[src/rtl/game_pkg.sv]
// Shared game-level types and constants used by the sprite/projectile blocks.
package game_pkg;

    localparam logic DIR_UP   = 1'b0;
    localparam logic DIR_DOWN = 1'b1;

    localparam int SCREEN_W = 640;
    localparam int SCREEN_H = 480;

    localparam int COORD_W = 10;

    typedef struct packed {
        logic               active;
        logic               dir;
        logic [COORD_W-1:0] x;
        logic [COORD_W-1:0] y;
    } bullet_slot_t;

endpackage

[src/rtl/bullet_sprite_mask.sv]
// Rounded-square bullet sprite: maps a sprite-relative offset (dx, dy) to an on bit.
module bullet_sprite_mask #(
    parameter int SPR_W = 6,
    parameter int SPR_H = 6,
    parameter int CUT   = 2,
    parameter int DX_W  = 11,
    parameter int DY_W  = 11
) (
    input  logic [DX_W-1:0] dx,
    input  logic [DY_W-1:0] dy,
    output logic            on
);

    int ix, iy, ex, ey;

    // Offsets arrive as unsigned wrap-around differences, so a negative
    // offset shows up as a huge value and fails the range check.
    always_comb begin
        ix = int'(dx);
        iy = int'(dy);
        ex = (ix < SPR_W - 1 - ix) ? ix : SPR_W - 1 - ix;
        ey = (iy < SPR_H - 1 - iy) ? iy : SPR_H - 1 - iy;
        on = (ix < SPR_W) && (iy < SPR_H) && (ex + ey >= CUT);
    end

endmodule

[src/rtl/bullet_pool.sv]
// Projectile pool: slot allocation, per-frame movement, kills and a
// registered per-pixel "bullet here" answer for the scan-out path.
module bullet_pool
    import game_pkg::*;
#(
    parameter int N_BULLETS = 4,
    parameter int X_W       = 10,
    parameter int Y_W       = 10,
    parameter int SPR_W     = 6,
    parameter int SPR_H     = 6,
    parameter int CUT       = 2,
    parameter int SPEED     = 2,
    parameter int SCREEN_H  = game_pkg::SCREEN_H,
    localparam int IDX_W    = (N_BULLETS > 1) ? $clog2(N_BULLETS) : 1
) (
    input  logic                 clk,
    input  logic                 rst,
    input  logic                 fire_req,
    input  logic [X_W-1:0]       fire_x,
    input  logic [Y_W-1:0]       fire_y,
    input  logic                 fire_dir,
    output logic                 fire_ack,
    output logic [IDX_W-1:0]     fire_slot,
    output logic                 full,
    input  logic                 frame_tick,
    input  logic                 kill_req,
    input  logic [IDX_W-1:0]     kill_idx,
    input  logic                 pix_en,
    input  logic [X_W-1:0]       px,
    input  logic [Y_W-1:0]       py,
    output logic                 pix_on,
    output logic [N_BULLETS-1:0] active
);

    localparam logic [Y_W:0] Y_STEP = (Y_W+1)'(SPEED);
    localparam logic [Y_W:0] Y_LIM  = (Y_W+1)'(SCREEN_H - SPR_H);

    logic [N_BULLETS-1:0]          act_q, act_d;
    logic [N_BULLETS-1:0]          dir_q, dir_d;
    logic [N_BULLETS-1:0][X_W-1:0] x_q, x_d;
    logic [N_BULLETS-1:0][Y_W-1:0] y_q, y_d;
    logic [N_BULLETS-1:0]          hit;

    logic             free_any;
    logic             grant;
    logic [IDX_W-1:0] grant_idx;

    // Lowest-index free slot; scanning downward leaves the smallest index last.
    always_comb begin
        free_any  = 1'b0;
        grant_idx = '0;
        for (int i = N_BULLETS - 1; i >= 0; i--) begin
            if (!act_q[i]) begin
                free_any  = 1'b1;
                grant_idx = IDX_W'(i);
            end
        end
    end

    assign grant = fire_req && free_any;

    // A freshly granted slot was inactive, so neither a kill nor a tick can
    // touch it this cycle; kill outranks movement on live slots.
    always_comb begin
        act_d = act_q;
        dir_d = dir_q;
        x_d   = x_q;
        y_d   = y_q;
        for (int i = 0; i < N_BULLETS; i++) begin
            if (grant && grant_idx == IDX_W'(i)) begin
                act_d[i] = 1'b1;
                dir_d[i] = fire_dir;
                x_d[i]   = fire_x;
                y_d[i]   = fire_y;
            end else if (kill_req && kill_idx == IDX_W'(i)) begin
                act_d[i] = 1'b0;
            end else if (frame_tick && act_q[i]) begin
                if (dir_q[i] == DIR_DOWN) begin
                    if ({1'b0, y_q[i]} + Y_STEP > Y_LIM)
                        act_d[i] = 1'b0;
                    else
                        y_d[i] = y_q[i] + Y_W'(SPEED);
                end else if (dir_q[i] == DIR_UP && {1'b0, y_q[i]} < Y_STEP) begin
                    act_d[i] = 1'b0;
                end else begin
                    y_d[i] = y_q[i] - Y_W'(SPEED);
                end
            end
        end
    end

    always_ff @(posedge clk or posedge rst) begin
        if (rst) begin
            act_q     <= '0;
            dir_q     <= '0;
            x_q       <= '0;
            y_q       <= '0;
            fire_ack  <= 1'b0;
            fire_slot <= '0;
            pix_on    <= 1'b0;
        end else begin
            act_q     <= act_d;
            dir_q     <= dir_d;
            x_q       <= x_d;
            y_q       <= y_d;
            fire_ack  <= grant;
            fire_slot <= grant ? grant_idx : '0;
            pix_on    <= pix_en && |(hit & act_q);
        end
    end

    genvar g;
    generate
        for (g = 0; g < N_BULLETS; g++) begin : g_slot
            logic [X_W:0] dx;
            logic [Y_W:0] dy;

            assign dx = {1'b0, px} - {1'b0, x_q[g]};
            assign dy = {1'b0, py} - {1'b0, y_q[g]};

            bullet_sprite_mask #(
                .SPR_W (SPR_W),
                .SPR_H (SPR_H),
                .CUT   (CUT),
                .DX_W  (X_W + 1),
                .DY_W  (Y_W + 1)
            ) u_mask (
                .dx (dx),
                .dy (dy),
                .on (hit[g])
            );
        end
    endgenerate

    assign active = act_q;
    assign full   = &act_q;

endmodule

[config.mk]
export PLATFORM = sky130hd
export DESIGN_NAME = bullet_pool
export DESIGN_NICKNAME = d
export VERILOG_FILES = /design/src/rtl/game_pkg.sv /design/src/rtl/bullet_sprite_mask.sv /design/src/rtl/bullet_pool.sv
export SDC_FILE = /design/constraint.sdc
export NUM_CORES = 1
export LEC_CHECK = 0
export ABC_CLOCK_PERIOD_IN_PS = 22400
export CAP_MARGIN = 0
export CORE_MARGIN = 1.5
export CORE_UTILIZATION = 45
export DETAILED_ROUTE_END_ITERATION = 10
export SYNTH_ARGS = -nofsm -noshare
export SYNTH_HDL_FRONTEND = slang
export SYNTH_SLANG_ARGS = --single-unit
[constraint.sdc]
create_clock -name clk -period 22.4 [get_ports clk]
set_clock_uncertainty 0.2 [all_clocks]
set_input_delay 5.6 -clock clk [delete_from_list [all_inputs] [get_ports clk]]
set_output_delay 5.6 -clock clk [all_outputs]
set_load 0.02 [all_outputs]
==> flow_summary_export.csv <==
group,metric,value,unit
clock_network,cts-buffers-inserted,9,
die,die_w,184,um
logic_synthesis,ys_seq_elements,92,
logic_synthesis,syn_area_per_cell,7.83,um2
sta,period_share,0.648,
clock_network,clk_latency,0.37,ns
drt,drt_iter0_drc,800,
cells_and_area,drive_gt1_frac,0.0556,
cells_and_area,fin_area,16100,um2
worst_hold_path,whs_endpoint,"x_q[20]$_DFFE_PP0P_",
sta,worst_pin_slew,1.05,ns
die,io_pins,58,
drt,route.antenna.remaining_nets,0,
logic_synthesis,synth_seq_area_share,0.156,
setup_path,end_kind,"flip-flop",
placed_design,dp.cells,2349,
logic_synthesis,yosysUniqueCellTypes,88,
global_route,grt_usage,0.245,
setup_path,crit_slowest_cell,"clkdlybuf4s50_1",
logic_synthesis,synth_commonest_cells,"ha_1 (196), inv_1 (194), nand2_1 (152)",
setup_path,r2r_cells,32,
setup_path,r2r_setup_slack,13.50,ns
sta,holdWs,0.297,ns
logic_synthesis,syn_nets,2159,
sta,timing.fmax,68.9,MHz
global_route,grt_max_degree,59,
setup_path,cp-startpoint,"px[1]",
drt,vias,13597,
logic_synthesis,syn_inst,1882,
logic_synthesis,synthMostInstantiatedCell,"ha_1",
global_route,antenna_found_initial,2,
setup_path,path_class,"primary input to flip-flop",
global_route,overflow,0,
clock_network,cts-resized-gates,0,
flow_run,maxCapViolCount,0,
global_route,grt_pass1_vias,12915,
clock_network,postCtsSetupBuffers,0,
cells_and_area,fillers,3200,
sta,grt_setup_unrepaired,"no",
die,coreArea,32400,um2
logic_synthesis,ys_top_cells_by_area,"ha_1 (17%), dfrtp_1 (16%), xnor2_1 (5.2%)",
clock_network,cts_root_buf,"clkbuf_16",
drt,wirelength,40600,um
drt,drt-pass1-iter-count,5,
worst_hold_path,hp-start,"x_q[20]$_DFFE_PP0P_",
drt,route.detailed.drc,0,
clock_network,clock-sinks,92,
placed_design,dpl_cell_area,15800,um2
die,num_rows,66,
clock_network,cts_hold_buf,0,
global_route,grt_pass1_wl,66200,um
setup_path,critical_path.max_stage_delay,0.68,ns
sta,fin_tns_setup,0,ns
logic_synthesis,ys.flop_type,"dfrtp_1",
setup_path,cpLargestDelayFamily,"compound AO/OA/AOI/OAI gates",
sta,final-hold-violation-count,0,
setup_path,start_kind,"primary input",
worst_hold_path,hold_class,"flip-flop to flip-flop",
setup_path,required,22.43,ns
cells_and_area,stdcell_count,2367,
placed_design,portBuffers,57,
sta,fin_crit,14.51,ns
cells_and_area,area_growth,9.45,%
clock_network,clk_pin_slew,0.07,ns
setup_path,path_common_cell,"ha_1",
placed_design,place_hpwl,33100,um
logic_synthesis,synth_edf_count,0,
logic_synthesis,yosysWarnings,0,
logic_synthesis,synth.largest_area_cell,"ha_1",
drt,vias_per_cell,5.74,
setup_path,worstPathBufferInverterCount,3,
setup_path,r2r-start,"x_q[20]$_DFFE_PP0P_",
die,die_h,184,um
setup_path,path_max_fanout,10,
placed_design,place.gp.congestion,0.888,
clock_network,cts_buffer_depth,2,
status,status,"complete, no violations",
cells_and_area,finalNetCount,2195,
sta,slew_headroom,0.296,
logic_synthesis,synth_top_cell_area_share,0.166,
sta,finalMaxSlewViolations,0,
die,initial_core_util,0.455,
logic_synthesis,synth_area,14700,um2
logic_synthesis,async_reset_ff_frac,1.00,
clock_network,cts_max_level,3,
drt,drt-wirelength-per-cell,17.1,um
die,die-area,33800,um2
setup_path,reg2reg_to,"pix_on$_DFF_PP0_",
worst_hold_path,holdPathStages,2,
sta,setup_viol,0,
setup_path,cp.arrival,14.53,ns
clock_network,tritoncts,"done",
worst max path at each step:
stage,slack [ns],depth (start not counted),end
global placement,7.83,34,pix_on$_DFF_PP0_
global route,7.14,34,pix_on$_DFF_PP0_
floorplan,8.71,33,pix_on$_DFF_PP0_
CTS,7.90,34,pix_on$_DFF_PP0_
detailed placement,7.56,34,pix_on$_DFF_PP0_
finish,7.89,34,pix_on$_DFF_PP0_
cells in the final DEF (no fill, tap or decap), types with 33 or more instances in the layout:
| master | netlist | final |
|---|---|---|
| a21oi_1 | 128 | 128 |
| inv_1 | 194 | 193 |
| nor3_1 | 39 | 39 |
| clkdlybuf4s50_1 | 0 | 57 |
| nand2_1 | 152 | 152 |
| nand3_1 | 41 | 41 |
| dfrtp_1 | 92 | 92 |
| nor2_1 | 144 | 143 |
| xnor2_1 | 88 | 88 |
| o21ai_0 | 132 | 132 |
| ha_1 | 196 | 196 |
| mux2_2 | 38 | 38 |
| xor2_1 | 40 | 40 |
| a21o_1 | 33 | 33 |
sequential cells by signal, summed over array words and instances, names as in the netlist:
register	cells
x_q	40
fire_ack	1
y_q	40
fire_slot	2
dir_q	4
active	4
pix_on	1
kinds of logic after synthesis:
logic type / synth area share
AOI/OAI and AO/OA: 0.245
xor gates and xnor gates: 0.0761
adders and majority gates: 0.210
buffers and inverters: 0.0590
DFF: 0.156
muxes: 0.0426
and+or+nand+nor: 0.211
final cells by class:
class / count / area, um2 / share of cell area
diodes: 2 / 5.00 / 0.000310
clock buffers: 10 / 239 / 0.0148
clock inverters: 6 / 116 / 0.00722
inverters: 194 / 731 / 0.0453
multi-input cells: 1559 / 11600 / 0.717
flip-flops and latches: 92 / 2300 / 0.143
well taps: 442 / 553 / 0.0343
repair buffers: 62 / 608 / 0.0377
worst reg2reg max path: cells and delay by family (launching register included):
family	cells	cell delay, ns
AO/OA/AOI/OAI	14	3.38
AND/OR/NAND/NOR	9	2.34
adder cells (fa/ha/maj)	6	2.09
flip-flops	1	0.36
buffers and inverters	2	0.20
XOR/XNOR	1	0.16
metrics by stage:
stage,util,setup WS (ns)
CTS,0.498,7.90
floorplan,-,8.71
global route,0.498,7.14
detailed placement,0.487,7.56
global placement,0.487,7.83
finish,0.498,7.89
layer usage:
layer,GRT usage,share of wire,vias up
li1,-,-,6935
met1,0.342,0.50,6316
met2,0.401,0.44,307
met3,0.0295,0.042,39
met4,0.0567,0.018,0
met5,0,0,-
Power is not shown: default switching activity piles up to over one toggle a cycle in this logic, so the estimate is an artifact.
